**src/rtl/fx_pt_sub_pipe_pkg.sv**
```systemverilog
// Shared fixed-point datapath types for the fx_pt add/sub pipeline family.
package fx_pt_pkg;

    localparam int FX_WORD_LEN = 32;

    typedef logic [FX_WORD_LEN-1:0] fx_word_t;

    // Stage-1 record: widened difference plus its borrow-out
    typedef struct packed {
        logic [FX_WORD_LEN:0] diff;
        logic                 borrow;
    } fx_s1_t;

endpackage

```
**src/rtl/fx_pt_sub_pipe_if.sv**
```systemverilog
// Streaming operand/result bus of the saturating subtractor, with statistics.
interface fx_pt_sub_pipe_if #(
    parameter int WORD_LEN = 32,
    parameter int CNT_LEN  = 16
);
    logic                in_valid;
    logic                in_ready;
    logic [WORD_LEN-1:0] in1;
    logic [WORD_LEN-1:0] in2;
    logic                out_valid;
    logic                out_ready;
    logic [WORD_LEN-1:0] out;
    logic                out_sat;
    logic                sat_sticky;
    logic [CNT_LEN-1:0]  sat_count;
    logic                stat_clr;

    modport master (
        output in_valid, in1, in2, out_ready, stat_clr,
        input  in_ready, out_valid, out, out_sat, sat_sticky, sat_count
    );

    modport slave (
        input  in_valid, in1, in2, out_ready, stat_clr,
        output in_ready, out_valid, out, out_sat, sat_sticky, sat_count
    );
endinterface

```
**src/rtl/fx_pt_sub_pipe_sat_counter.sv**
```systemverilog
// Saturating event counter with sticky flag; clear wins over a same-cycle increment.
module fx_sat_counter #(
    parameter int CNT_LEN = 16
) (
    input  logic               clk,
    input  logic               rst_n,
    input  logic               clr_i,
    input  logic               inc_i,
    output logic [CNT_LEN-1:0] count_o,
    output logic               sticky_o
);
    logic [CNT_LEN-1:0] count_q;
    logic               sticky_q;

    // Counter and sticky flag update
    always_ff @(posedge clk) begin
        if (!rst_n) begin
            count_q  <= {CNT_LEN{1'b0}};
            sticky_q <= 1'b0;
        end else if (clr_i) begin
            count_q  <= {CNT_LEN{1'b0}};
            sticky_q <= 1'b0;
        end else if (inc_i) begin
            sticky_q <= 1'b1;
            if (count_q != {CNT_LEN{1'b1}}) begin
                count_q <= count_q + CNT_LEN'(1);
            end
        end
    end

    assign count_o  = count_q;
    assign sticky_o = sticky_q;
endmodule

```
**src/rtl/fx_pt_sub_pipe.sv**
```systemverilog
// Two-stage saturating unsigned subtractor: S1 registers diff/borrow, S2 clamps.
module fx_pt_sub_pipe
    import fx_pt_pkg::*;
#(
    parameter int WORD_LEN = FX_WORD_LEN,
    parameter int CNT_LEN  = 16
) (
    input  logic            clk,
    input  logic            rst_n,
    fx_pt_sub_pipe_if.slave bus
);
    logic                s2_adv_s;
    logic                s1_adv_s;
    logic                in_ready_s;
    logic                accept_s;
    logic                out_xfer_s;
    logic [WORD_LEN:0]   diff_s;

    fx_s1_t              s1_d, s1_q;
    logic                s1_valid_d, s1_valid_q;
    logic                s2_valid_d, s2_valid_q;
    logic [WORD_LEN-1:0] out_d, out_q;
    logic                out_sat_d, out_sat_q;

    // Handshake decisions; in_ready follows out_ready combinationally (no skid buffer)
    always_comb begin
        s2_adv_s   = !s2_valid_q || bus.out_ready;
        s1_adv_s   = s1_valid_q && s2_adv_s;
        in_ready_s = !s1_valid_q || s2_adv_s;
        accept_s   = bus.in_valid && in_ready_s;
        out_xfer_s = s2_valid_q && bus.out_ready;
        diff_s     = {1'b0, bus.in1} - {1'b0, bus.in2};
    end

    // Stage-1 next state
    always_comb begin
        s1_d       = s1_q;
        s1_valid_d = s1_valid_q;
        if (accept_s) begin
            s1_valid_d  = 1'b1;
            s1_d.diff   = (FX_WORD_LEN + 1)'(diff_s);
            s1_d.borrow = diff_s[WORD_LEN];
        end else if (s1_adv_s) begin
            s1_valid_d = 1'b0;
        end else begin
            s1_valid_d = s1_valid_q;
        end
    end

    // Stage-2 next state: clamp to zero on borrow
    always_comb begin
        s2_valid_d = s2_valid_q;
        out_d      = out_q;
        out_sat_d  = out_sat_q;
        if (s1_adv_s) begin
            s2_valid_d = 1'b1;
            out_d      = s1_q.borrow ? {WORD_LEN{1'b0}} : s1_q.diff[WORD_LEN-1:0];
            out_sat_d  = s1_q.borrow;
        end else if (out_xfer_s) begin
            s2_valid_d = 1'b0;
        end else begin
            s2_valid_d = s2_valid_q;
        end
    end

    // Valid bits and visible result registers
    always_ff @(posedge clk) begin
        if (!rst_n) begin
            s1_valid_q <= 1'b0;
            s2_valid_q <= 1'b0;
            out_q      <= {WORD_LEN{1'b0}};
            out_sat_q  <= 1'b0;
        end else begin
            s1_valid_q <= s1_valid_d;
            s2_valid_q <= s2_valid_d;
            out_q      <= out_d;
            out_sat_q  <= out_sat_d;
        end
    end

    // Stage-1 payload needs no reset; it is only observed behind s1_valid
    always_ff @(posedge clk) begin
        s1_q <= s1_d;
    end

    fx_sat_counter #(.CNT_LEN(CNT_LEN)) u_sat_counter (
        .clk      (clk),
        .rst_n    (rst_n),
        .clr_i    (bus.stat_clr),
        .inc_i    (out_xfer_s && out_sat_q),
        .count_o  (bus.sat_count),
        .sticky_o (bus.sat_sticky)
    );

    assign bus.in_ready  = in_ready_s;
    assign bus.out_valid = s2_valid_q;
    assign bus.out       = out_q;
    assign bus.out_sat   = out_sat_q;
endmodule

```
**src/flat_wrapper.sv**
```systemverilog
// flat-port wrapper written by rule: the top's interface ports become plain ports
module fx_pt_sub_pipe_flat import fx_pt_pkg::*;
#(
    parameter int WORD_LEN = FX_WORD_LEN,
    parameter int CNT_LEN  = 16
)
  (clk, rst_n, bus_in_valid, bus_in1, bus_in2, bus_out_ready, bus_stat_clr, bus_in_ready, bus_out_valid, bus_out, bus_out_sat, bus_sat_sticky, bus_sat_count);
  fx_pt_sub_pipe_if #(.WORD_LEN(WORD_LEN), .CNT_LEN(CNT_LEN)) bus_i ();
  input  logic clk;
  input  logic rst_n;
  input wire logic [$bits(bus_i.in_valid)-1:0] bus_in_valid;
  input wire logic [$bits(bus_i.in1)-1:0] bus_in1;
  input wire logic [$bits(bus_i.in2)-1:0] bus_in2;
  input wire logic [$bits(bus_i.out_ready)-1:0] bus_out_ready;
  input wire logic [$bits(bus_i.stat_clr)-1:0] bus_stat_clr;
  output wire logic [$bits(bus_i.in_ready)-1:0] bus_in_ready;
  output wire logic [$bits(bus_i.out_valid)-1:0] bus_out_valid;
  output wire logic [$bits(bus_i.out)-1:0] bus_out;
  output wire logic [$bits(bus_i.out_sat)-1:0] bus_out_sat;
  output wire logic [$bits(bus_i.sat_sticky)-1:0] bus_sat_sticky;
  output wire logic [$bits(bus_i.sat_count)-1:0] bus_sat_count;
  assign bus_i.in_valid = bus_in_valid;
  assign bus_i.in1 = bus_in1;
  assign bus_i.in2 = bus_in2;
  assign bus_i.out_ready = bus_out_ready;
  assign bus_i.stat_clr = bus_stat_clr;
  assign bus_in_ready = bus_i.in_ready;
  assign bus_out_valid = bus_i.out_valid;
  assign bus_out = bus_i.out;
  assign bus_out_sat = bus_i.out_sat;
  assign bus_sat_sticky = bus_i.sat_sticky;
  assign bus_sat_count = bus_i.sat_count;
  fx_pt_sub_pipe #(.WORD_LEN(WORD_LEN), .CNT_LEN(CNT_LEN)) u_core (.clk(clk), .rst_n(rst_n), .bus(bus_i));
endmodule
```
**config.mk**
```make
export PLATFORM = sky130hd
export DESIGN_NAME = fx_pt_sub_pipe_flat
export DESIGN_NICKNAME = d
export VERILOG_FILES = /design/src/rtl/fx_pt_sub_pipe_pkg.sv /design/src/rtl/fx_pt_sub_pipe_if.sv /design/src/rtl/fx_pt_sub_pipe_sat_counter.sv /design/src/rtl/fx_pt_sub_pipe.sv /design/src/flat_wrapper.sv
export SDC_FILE = /design/constraint.sdc
export NUM_CORES = 1
export LEC_CHECK = 0
export BUFFER_PORTS_ARGS = -buffer_cell sky130_fd_sc_hd__buf_2
export CORE_MARGIN = 3
export CORE_UTILIZATION = 43
export CTS_BUF_LIST = sky130_fd_sc_hd__clkbuf_2 sky130_fd_sc_hd__clkbuf_4 sky130_fd_sc_hd__clkbuf_8
export CTS_CLUSTER_DIAMETER = 200
export CTS_CLUSTER_SIZE = 10
export DETAILED_ROUTE_END_ITERATION = 10
export GPL_TIMING_DRIVEN = 0
export HOLD_SLACK_MARGIN = 0.03
export PLACE_DENSITY_LB_ADDON = 0.15
export REMOVE_ABC_BUFFERS = 1
export SETUP_SLACK_MARGIN = 0.05
export SLEW_MARGIN = 20
export SYNTH_ARGS = -nofsm -noshare
export SYNTH_HDL_FRONTEND = slang
export SYNTH_SLANG_ARGS = --single-unit
```
**constraint.sdc**
```tcl
create_clock -name clk -period 2.9 [get_ports clk]
set_input_delay 0.58 -clock clk [delete_from_list [all_inputs] [get_ports clk]]
set_output_delay 0.58 -clock clk [all_outputs]
set_load 0.02 [all_outputs]
```
==> summary.md, run 1 <==
| Metric | Value |
|---|---|
| Outcome | finished, final reports clean |
| Fin nets | approximately 770 |
| R2r setup slk | ~0.96 ns |
| Share of cells above drive strength 1 | 0.2324 |
| GP Congestion | ~0.85 |
| Initial antenna violation count | 0 |
| Crit end category | register |
| # resized after CTS | 0 |
| Area occupied by registers | 2032 um2 |
| Pre-Repair DR Iteration Count | 4 |
| Gr usage total | 0.1668 |
| CP Launch Type | input port |
| Area Growth Syn to Fin | 18.23% |
| Asr flop ratio synth | 0 |
| WL per Instance | around 14 um |
| Largest net degree at the start of global routing | 66 |
| Latest clock arrival within the worst-skew pair | 0.34 ns |
| Number of flops mapped to enable cells by yosys | 33 |
| Worst Skew | 0.01502 ns |
| Crit-path cells | buf_2 -> ha_1 -> fa_1 -> nand2b_1 -> a21oi_1 -> o21ai_1 -> o21ai_4 -> a211oi_2 -> o41ai_2 -> xor2_1 |
| Hpwl dp | 8340 um |
| Antenna cells | 0 |
| Final setup viols | 0 |
| PwrDens | between 400 and 500 nW/um2 |
| DR vias/cell | just over 5 |
| CP endpoint | u_core.s1_q[31] |
| H-tree depth | 3 |
| Slew HR | 0.5053 |
| Reg2reg path depth | 7 |
| Antenna-violating nets left | 0 |
| Chip height | 114.3 um |
| Max cap viols | 0 |
| DRC violations left | 0 |
| Critical path arrival | about 2.8 ns |
| TritonCTS Buffers | 9 |
| CTS tree | yes |
| Core area | between 10000 and 15000 um2 |
| Synthesis warning total | 0 |
| Max stage delay cell, worst path | fa_1 |
| Via count | 4169 |
| Slowest cell delay on critical path | 0.39 ns |
| Hold Path Class | register to register |
| Reg-to-reg startpoint | u_core.u_sat_counter.count_o[9] |
| Dominant synthesized flop cell | dfxtp_1 |
| Worst-Margin Slew | 0.7421 ns |
| Slew Viols, Final | 0 |
| Synth top area cells | dfxtp_1, edfxtp_1, ha_1 |
| CP Max Fanout | 6 |
| Final period util | 0.9219 |
| Die X | around 110 um |
| Tmin final | 2.674 ns |
| Post-CTS Setup Inserts | 0 |
| Cell Area, Synth | 5045 um2 |
| Top cell type by total area after synthesis | dfxtp_1 |
| First-pass GRT wire length | 17880 um |
| Top Ports | 121 |
| GRT overflow | 0 |
| Clock tree sinks | 85 |
| Hold_buf cts | 0 |
| FF-to-FF End | u_core.u_sat_counter.count_o[15] |
| Row count | 38 |
| RSZ-0062 raised after global routing | false |
| Die area | roughly 13000 um2 |
| Cell chosen for the clock root | clkbuf_8 |
| Kind of critical path | input port to register |
| Critical path origin | bus_in2[0] |
| Hold Vio Cnt, Final | 0 |
| Max frequency | about 0.37 GHz |
| Synth top area share | 0.2063 |
| Initial Utilization | 0.4534 |
| Layout Utilization | 0.5361 |
| LEAKAGE | 0.002673 uW |
| Avg Cell Area, Syn | ~9.1 um2 |
| Pwr Total | 2831 uW |
| Port bufs | 120 |
| Routed Wire Length | between 10000 and 15000 um |
| Vias in the first global route | 3876 |
| CP Data Required Time | about 3.0 ns |
| Fill count | between 1k and 1.5k |
| Peak VDD IR | about 0.28 mV |
| Clock buffer depth | 2 |
| Multi-input combinational cell area | between 2000 and 3000 um2 |
| 1st-iter DRT viols | 229 |
| Cell variety after synth | 57 |
| Clock-pin slew on the worst setup and hold paths | roughly 0.090 ns |
| Sequential share of the synthesized area | 0.4028 |
| Syn Inst Count | 553 |
| Flops & latches, synth | 85 |
## per-layer routing
metal / vias up / GRT usage / routed length [um] / share of wire
met1: 1893 / 0.2245 / 5186 / 0.48
met3: 17 / 0.02061 / 515 / 0.047
met4: 0 / 0.06413 / 224 / 0.021
met5: - / 0 / 0 / 0
met2: 109 / 0.2740 / 4972 / 0.46
li1: 2150 / - / - / -
## state kept, by name, indices dropped and copies added, names as in the netlist
| name | count |
|---|---|
| u_core.s1_valid_q | 1 |
| u_core.s1_q | 33 |
| u_core.bus.out | 32 |
| u_core.bus.out_sat | 1 |
| u_core.u_sat_counter.sticky_o | 1 |
| u_core.bus.out_valid | 1 |
| u_core.u_sat_counter.count_o | 16 |
## stage by stage
| stage | TNS, ns | std cells | setup slack [ns] | hold slack [ns] | instance area, um2 |
|---|---|---|---|---|---|
| 2_1_floorplan | 0 | 529 | 0.2988 | 0.4855 | 4952 |
| 3_3_place_gp | -9.592 | 789 | -0.3354 | 0.4325 | 5728 |
| 3_5_place_dp | -0.1454 | 791 | -0.1454 | 0.4423 | 5772 |
| 4_1_cts | 0 | 807 | 0.2196 | 0.4550 | 5964 |
| 5_1_grt | 0 | 807 | 0.05364 | 0.4737 | 5964 |
| 6_report | 0 | 807 | 0.2264 | 0.4521 | 5964 |
## cells in the final DEF, fill, tap and decap left out, types with 3 or more instances in the layout
cell,instances
buf_2,120
a21oi_1,66
dfxtp_1,52
inv_1,42
nor2b_1,37
nor3b_1,33
ha_1,33
edfxtp_1,33
nand2_1,32
nor2_1,29
xor2_1,26
xnor2_1,18
nand2b_1,13
o21ai_0,13
nand3_1,12
a21o_1,10
clkbuf_8,9
o21ai_1,8
nand4_1,8
o211ai_1,7
o21a_1,5
and3_1,5
and2_1,3
nor3_1,3
o31ai_1,3
clkinv_2,3
## critical path, delay by kind of cell
kind	cells	cell delay (ns)
AND/OR/NAND/NOR	1	0.18
buffers and inverters	1	0.10
adder cells (fa/ha/maj)	2	0.60
XOR/XNOR	1	0.11
AO/OA/AOI/OAI	5	1.19
## kinds of logic after synthesis
logic type      count (synthesis)  synth area share
simple gates                  185            0.2076
compound gates                138            0.1758
flops                          85            0.4028
buf+inv                        66           0.04960
xor+xnor                       44           0.07639
fa+ha+maj                      34           0.08581
mux                             1          0.001984
## how the worst min path moves through the flow
| stage | startpoint | end | slack [ns] | cells past startpoint |
|---|---|---|---|---|
| CTS | u_core.u_sat_counter.sticky_o | u_core.u_sat_counter.sticky_o | 0.45 | 2 |
| detailed placement | u_core.u_sat_counter.sticky_o | u_core.u_sat_counter.sticky_o | 0.44 | 2 |
| finish | u_core.u_sat_counter.sticky_o | u_core.u_sat_counter.sticky_o | 0.45 | 2 |
| global route | u_core.u_sat_counter.sticky_o | u_core.u_sat_counter.sticky_o | 0.47 | 2 |
| global placement | u_core.u_sat_counter.sticky_o | u_core.u_sat_counter.sticky_o | 0.43 | 2 |
| floorplan | u_core.s1_valid_q | u_core.bus.out_valid | 0.49 | 1 |
## where the power goes
group          total [uW]  switching [uW]  internal (uW)
Sequential           1380            32.4           1350
Clock                 817             402            415
Combinational         629             358            272
Total                2830             792           2040
## cells in the mapped netlist (8+ instances only)
library cell / count
nand2_1: 32
dfxtp_1: 52
xnor2_1: 18
clkbuf_1: 17
nand2b_1: 14
nor3b_1: 33
a21o_1: 10
nor2b_1: 37
xor2_1: 26
o21ai_0: 13
nor2_1: 29
nand4_1: 8
inv_1: 42
edfxtp_1: 33
a21oi_1: 66
o21ai_1: 8
nand3_1: 12
ha_1: 33
## layout make-up
class,count,area share
Sequential cell,85,0.3407
Clock inverter,5,0.009020
Tap cell,140,0.02937
Inverter,42,0.02643
Multi-Input combinational cell,402,0.4647
Timing Repair Buffer,122,0.1066
Clock buffer,11,0.02329
No activity file was read; power rests on OpenSTA's default activity.
==> inputs of run 2 (changes only) <==
--- a/config.mk
+++ b/config.mk
@@ -5,7 +5,7 @@
 export SDC_FILE = /design/constraint.sdc
 export NUM_CORES = 1
 export LEC_CHECK = 0
-export BUFFER_PORTS_ARGS = -buffer_cell sky130_fd_sc_hd__buf_2
+export BUFFER_PORTS_ARGS = -buffer_cell sky130_fd_sc_hd__clkbuf_2
 export CORE_MARGIN = 3
 export CORE_UTILIZATION = 43
 export CTS_BUF_LIST = sky130_fd_sc_hd__clkbuf_2 sky130_fd_sc_hd__clkbuf_4 sky130_fd_sc_hd__clkbuf_8
==> run 2 against run 1 <==
- design area up 0.15%
- sequential cell count did not move
- hold slack got worse by 0.0041 ns
- first-iteration DRC count grew 28%
- critical path depth grew 1
- count of clock-buffer cells in the layout is 2 higher
- total power rose by 0.39%
- maximum frequency is 2.9% lower
- sequential power about the same
- sequential share of layout area barely moved
- global-route usage rose by 0.56 points
- critical path type unchanged
- critical endpoint unchanged
- largest cell class unchanged
==> summary.md, run 2 (synthesis results as in run 1) <==
| Metric | Value |
|---|---|
| Post-route insts no fill | 806 (was 807) |
| Crit-path cells | clkbuf_2 -> inv_1 -> ha_1 -> fa_1 -> nand2b_1 -> a21oi_1 -> o21ai_1 -> o21ai_4 -> a211oi_2 -> o41ai_2 -> xor2_1 (was buf_2 -> ha_1 -> fa_1 -> nand2b_1 -> a21oi_1 -> o21ai_1 -> o21ai_4 -> a211oi_2 -> o41ai_2 -> xor2_1) |
| Via count | 4190 (was 4169) |
| Kind of critical path | input port to register (unchanged) |
| Layout Utilization | 0.5369 (was 0.5361) |
| Outcome | finished, final reports clean (unchanged) |
| Fin nets | 765 (unchanged) |
| Max reg flops | 33 (unchanged) |
| Commonest cells after routing, fill and taps aside | clkbuf_2, a21oi_1, dfxtp_1, inv_1, nor2b_1 (was buf_2, a21oi_1, dfxtp_1, inv_1, nor2b_1) |
| Slew Viols, Final | 0 (unchanged) |
| Hold_buf cts | 0 (unchanged) |
| RSZ-0062 raised after global routing | false (unchanged) |
| Clock-pin slew on the worst setup and hold paths | 0.08 ns (was 0.09 ns) |
| Routed Wire Length | 11110 um (was 10900 um) |
| Fill count | 1031 (was 1056) |
| Share of cells above drive strength 1 | 0.2312 (was 0.2324) |
| Initial antenna violation count | 0 (unchanged) |
| Worst-Margin Slew | 0.6642 ns (was 0.7421 ns) |
| Slowest cell delay on critical path | 0.41 ns (was 0.39 ns) |
| Crit end category | register (unchanged) |
| Most flop-heavy register | u_core.s1_q (unchanged) |
| Worst Skew | 0.006007 ns (was 0.01502 ns) |
| Clock buffer depth | 2 (unchanged) |
| Max frequency | 0.3632 GHz (was 0.3740 GHz) |
| First-pass GRT wire length | 18530 um (was 17880 um) |
| Port bufs | 120 (unchanged) |
| Max stage delay cell, worst path | fa_1 (unchanged) |
| Slew HR | 0.5572 (was 0.5053) |
| # resized after CTS | 0 (unchanged) |
| LEAKAGE | 0.002647 uW (was 0.002673 uW) |
| Clock tree sinks | 85 (unchanged) |
| Tmin final | 2.753 ns (was 2.674 ns) |
| Gr usage total | 0.1723 (was 0.1668) |
| Top Ports | 121 (unchanged) |
| GP Congestion | 0.8407 (was 0.8482) |
| DRC violations left | 0 (unchanged) |
| Largest net degree at the start of global routing | 66 (unchanged) |
| PwrDens | 475.8 nW/um2 (was 474.6 nW/um2) |
| Final period util | 0.9495 (was 0.9219) |
| Peak VDD IR | 0.2544 mV (was 0.2848 mV) |
| Die X | 114.3 um (unchanged) |
| Post-CTS Setup Inserts | 0 (unchanged) |
| Hold Path Class | register to register (unchanged) |
| DP Cell Count | 790 (was 791) |
| Final setup viols | 0 (unchanged) |
| 1st-iter DRT viols | 294 (was 229) |
| CTS tree | yes (unchanged) |
| TritonCTS Buffers | 9 (unchanged) |
| Die area | 13070 um2 (unchanged) |
| H-tree depth | 3 (unchanged) |
| Row count | 38 (unchanged) |
| Antenna-violating nets left | 0 (unchanged) |
| Hpwl dp | 8296 um (was 8340 um) |
| Commonest non-fill, non-tap cell in the layout | clkbuf_2 (was buf_2) |
| Cell chosen for the clock root | clkbuf_8 (unchanged) |
| Hold Vio Cnt, Final | 0 (unchanged) |
| Initial Utilization | 0.4534 (unchanged) |
| GRT overflow | 0 (unchanged) |
| DR vias/cell | 5.199 (was 5.166) |
| CP Launch Type | input port (unchanged) |
| WL per Instance | 13.79 um (was 13.51 um) |
| CP Max Fanout | 6 (unchanged) |
| Antenna cells | 0 (unchanged) |
| Chip height | 114.3 um (unchanged) |
| Latest clock arrival within the worst-skew pair | 0.34 ns (about the same) |
| Critical path arrival | 2.84 ns (was 2.76 ns) |
| Max cap viols | 0 (unchanged) |
| Area Growth Syn to Fin | 18.40% (was 18.23%) |
| Vias in the first global route | 4080 (was 3876) |
| CP Data Required Time | 2.98 ns (was 2.99 ns) |
| Pre-Repair DR Iteration Count | 4 (unchanged) |
| Core area | 11130 um2 (unchanged) |
## run 2: cell types whose count changed in the layout (fill, tap and decap cells not counted)
| cell | before | now |
|---|---|---|
| clkinv_4 | 1 | 0 |
| buf_2 | 120 | 0 |
| clkbuf_2 | 0 | 120 |
| buf_16 | 0 | 1 |
| buf_8 | 1 | 0 |
| clkinv_2 | 3 | 1 |
| clkbuf_4 | 2 | 4 |
## run 2: final cells by class
type	instances	area, um2	share of cell area
flip-flops and latches	85	2032	0.3402
clock inverters	2	35.03	0.005865
clock buffers	13	153.9	0.02576
well taps	140	175.2	0.02933
repair buffers	122	648.1	0.1085
multi-input cells	402	2771	0.4640
inverters	42	157.7	0.02639
## run 2: final timing paths
| kind | start | endpoint | slack, ns | cells past startpoint |
|---|---|---|---|---|
| setup reg to reg | u_core.u_sat_counter.count_o[10] | u_core.u_sat_counter.count_o[15] | 0.98 | 7 |
| setup / recovery | bus_in1[0] | u_core.s1_q[31] | 0.15 | 11 |
| hold / removal | u_core.u_sat_counter.sticky_o | u_core.u_sat_counter.sticky_o | 0.45 | 2 |
| hold reg to reg | u_core.u_sat_counter.sticky_o | u_core.u_sat_counter.sticky_o | 0.45 | 2 |
## run 2: power by group
part	switching (uW)	total, uW	internal, uW
clock	388	820	432
sequential	33.2	1390	1350
combinational	361	636	275
## run 2: critical path: cells and delay by family
kind                       cells  cell delay (ns)
and+or+nand+nor                1             0.18
adders and majority gates      2             0.60
xor gates and xnor gates       1             0.11
buffers and inverters          2             0.10
AOI/OAI and AO/OA              5             1.24
## run 2: layer usage
metal | GRT usage | wire length, um
met5 | 0 | 0
met4 | 0.05701 | 148
met3 | 0.03013 | 582
met2 | 0.2842 | 5118
met1 | 0.2295 | 5262
## run 2: metrics by stage
stage / hold WS (ns) / TNS (ns) / setup WS, ns / total power, uW / cell area (um2)
floorplan: 0.4855 / 0 / 0.2988 / 1850 / 4952
global placement: 0.4358 / -9.163 / -0.3132 / 2021 / 5728
detailed placement: 0.4393 / -0.1524 / -0.1524 / 2038 / 5757
CTS: 0.4515 / 0 / 0.2160 / 2873 / 5946
global route: 0.4618 / 0 / 0.06767 / 3005 / 5973
finish: 0.4480 / 0 / 0.1466 / 2842 / 5973
==> inputs of run 3 (changes only) <==
--- a/config.mk
+++ b/config.mk
@@ -15,6 +15,7 @@
 export GPL_TIMING_DRIVEN = 0
 export HOLD_SLACK_MARGIN = 0.03
 export PLACE_DENSITY_LB_ADDON = 0.15
+export RECOVER_POWER = 50
 export REMOVE_ABC_BUFFERS = 1
 export SETUP_SLACK_MARGIN = 0.05
 export SLEW_MARGIN = 20
==> run 3 against run 2 <==
- sequential power barely moved
- core utilization fell by 0.71 points
- register-to-register slack is essentially flat
- largest power group unchanged
- sequential share of layout area grew 0.45 points
- count of clock-buffer cells in the layout is the same
==> summary.md, run 3 (synthesis results as in run 1) <==
| Metric | Value |
|---|---|
| Layout Utilization | 0.5298 (was 0.5369) |
| Peak VDD IR | 0.2547 mV (was 0.2544 mV) |
| Hold_buf cts | 0 (unchanged) |
| Latest clock arrival within the worst-skew pair | 0.34 ns (about the same) |
| DR vias/cell | 5.202 (was 5.199) |
| Reg2reg path depth | 7 (unchanged) |
| Commonest cells after routing, fill and taps aside | clkbuf_2, a21oi_1, dfxtp_1, clkbuf_1, inv_1 (was clkbuf_2, a21oi_1, dfxtp_1, inv_1, nor2b_1) |
| First-pass GRT wire length | 18530 um (unchanged) |
| Die X | 114.3 um (unchanged) |
| Clock tree sinks | 85 (unchanged) |
| Critical path origin | bus_in1[0] (unchanged) |
| Port bufs | 120 (unchanged) |
| GRT overflow | 0 (unchanged) |
| Routed Wire Length | 11110 um (about the same) |
| Cell chosen for the clock root | clkbuf_8 (unchanged) |
| Hpwl dp | 8296 um (unchanged) |
| Share of cells above drive strength 1 | 0.1577 (was 0.2312) |
| Max frequency | 0.3619 GHz (was 0.3632 GHz) |
| CP Launch Type | input port (unchanged) |
| Outcome | finished, final reports clean (unchanged) |
| Origin of the worst min-delay path | u_core.u_sat_counter.sticky_o (unchanged) |
| Worst Hold Margin | 0.4461 ns (was 0.4480 ns) |
| TritonCTS Buffers | 9 (unchanged) |
| Hold EP | u_core.u_sat_counter.sticky_o (unchanged) |
| Critical path arrival | 2.85 ns (was 2.84 ns) |
| Initial antenna violation count | 0 (unchanged) |
| RSZ-0062 raised after global routing | false (unchanged) |
| Reg-to-reg startpoint | u_core.u_sat_counter.count_o[9] (was u_core.u_sat_counter.count_o[10]) |
| CP Max Fanout | 6 (unchanged) |
| DRC violations left | 0 (unchanged) |
| Hold Vio Cnt, Final | 0 (unchanged) |
| Max reg flops | 33 (unchanged) |
| Final period util | 0.9529 (was 0.9495) |
| Largest net degree at the start of global routing | 66 (unchanged) |
| 1st-iter DRT viols | 311 (was 294) |
| Most flop-heavy register | u_core.s1_q (unchanged) |
| Gr usage total | 0.1723 (unchanged) |
| # resized after CTS | 0 (unchanged) |
| Chip height | 114.3 um (unchanged) |
| Hold Path Class | register to register (unchanged) |
| CP Data Required Time | 2.98 ns (about the same) |
| Worst Skew | 0.005870 ns (was 0.006007 ns) |
| Max cap viols | 0 (unchanged) |
| Antenna-violating nets left | 0 (unchanged) |
| H-tree depth | 3 (unchanged) |
| Post-CTS Setup Inserts | 0 (unchanged) |
| Row count | 38 (unchanged) |
| Core area | 11130 um2 (unchanged) |
| FF-to-FF End | u_core.u_sat_counter.count_o[15] (unchanged) |
| Area Growth Syn to Fin | 16.84% (was 18.40%) |
| PwrDens | 481.0 nW/um2 (was 475.8 nW/um2) |
| Slew Viols, Final | 0 (unchanged) |
| Pwr Total | 2835 uW (was 2842 uW) |
| Clock buffer depth | 2 (unchanged) |
| Vias in the first global route | 4080 (unchanged) |
| Antenna cells | 0 (unchanged) |
| GP Congestion | 0.8407 (unchanged) |
| Slew HR | 0.1168 (was 0.5572) |
| Final setup viols | 0 (unchanged) |
| LEAKAGE | 0.002480 uW (was 0.002647 uW) |
| CTS tree | yes (unchanged) |
| Clock-pin slew on the worst setup and hold paths | 0.08 ns (about the same) |
| Top Ports | 121 (unchanged) |
| Commonest non-fill, non-tap cell in the layout | clkbuf_2 (unchanged) |
| Kind of critical path | input port to register (unchanged) |
| Crit end category | register (unchanged) |
| Fin nets | 765 (unchanged) |
| R2r setup slk | 0.97 ns (was 0.98 ns) |
| Via count | 4193 (was 4190) |
| Worst-Margin Slew | 1.325 ns (was 0.6642 ns) |
| Tmin final | 2.763 ns (was 2.753 ns) |
| Pre-Repair DR Iteration Count | 5 (was 4) |
| Initial Utilization | 0.4534 (unchanged) |
| Worst hold stages | 2 (unchanged) |
| Setup TNS Final | 0 ns (unchanged) |
| WL per Instance | 13.79 um (about the same) |
| Die area | 13070 um2 (unchanged) |
[run 3: changes by cell type in the layout (fill, tap and decap cells not counted), sizes merged]
| cell | change |
|---|---|
| buf | -1 |
| clkbuf | +1 |
[run 3: area by class of cell]
class                   instances  area (um2)
multi-input cells             402        2766
well taps                     140       175.2
inverters                      42       157.7
repair buffers                122       574.3
clock buffers                  13       153.9
flip-flops and latches         85        2032
clock inverters                 2       35.03
fillers                      1057        5231
[run 3: routing by layer]
metal | vias to the layer above | track usage | share of wire
li1 | 2146 | - | -
met1 | 1915 | 0.2295 | 0.48
met2 | 117 | 0.2842 | 0.46
met3 | 15 | 0.03013 | 0.051
met4 | 0 | 0.05701 | 0.015
met5 | - | 0 | 0
[run 3: worst max path at each step]
stage                         end  slack (ns)
2_1_floorplan     u_core.s1_q[31]        0.30
3_3_place_gp   u_core.bus.out[10]       -0.31
3_5_place_dp      u_core.s1_q[31]       -0.15
4_1_cts           u_core.s1_q[31]        0.22
5_1_grt           u_core.s1_q[31]        0.07
6_report          u_core.s1_q[31]        0.14
[run 3: where the power goes]
part           switching, uW  total (uW)  internal [uW]
combinational            360         627            267
clock                    390         822            432
sequential              33.2        1390           1350
[run 3: critical path, cell delays in order]
cell and delay (ns):
clkbuf_2 0.07, inv_1 0.03, ha_1 0.19, fa_1 0.41
nand2b_1 0.18, a21oi_1 0.23, o21ai_1 0.22, o21ai_4 0.30
a211oi_2 0.13, o41ai_2 0.37, xor2_1 0.11
[run 3: per-stage QoR]
stage	instance area [um2]	std cells	setup WS (ns)
6_report	5894	806	0.1365
5_1_grt	5894	806	0.06767
4_1_cts	5946	805	0.2160
3_5_place_dp	5757	790	-0.1524
3_3_place_gp	5728	789	-0.3132
2_1_floorplan	4952	529	0.2988
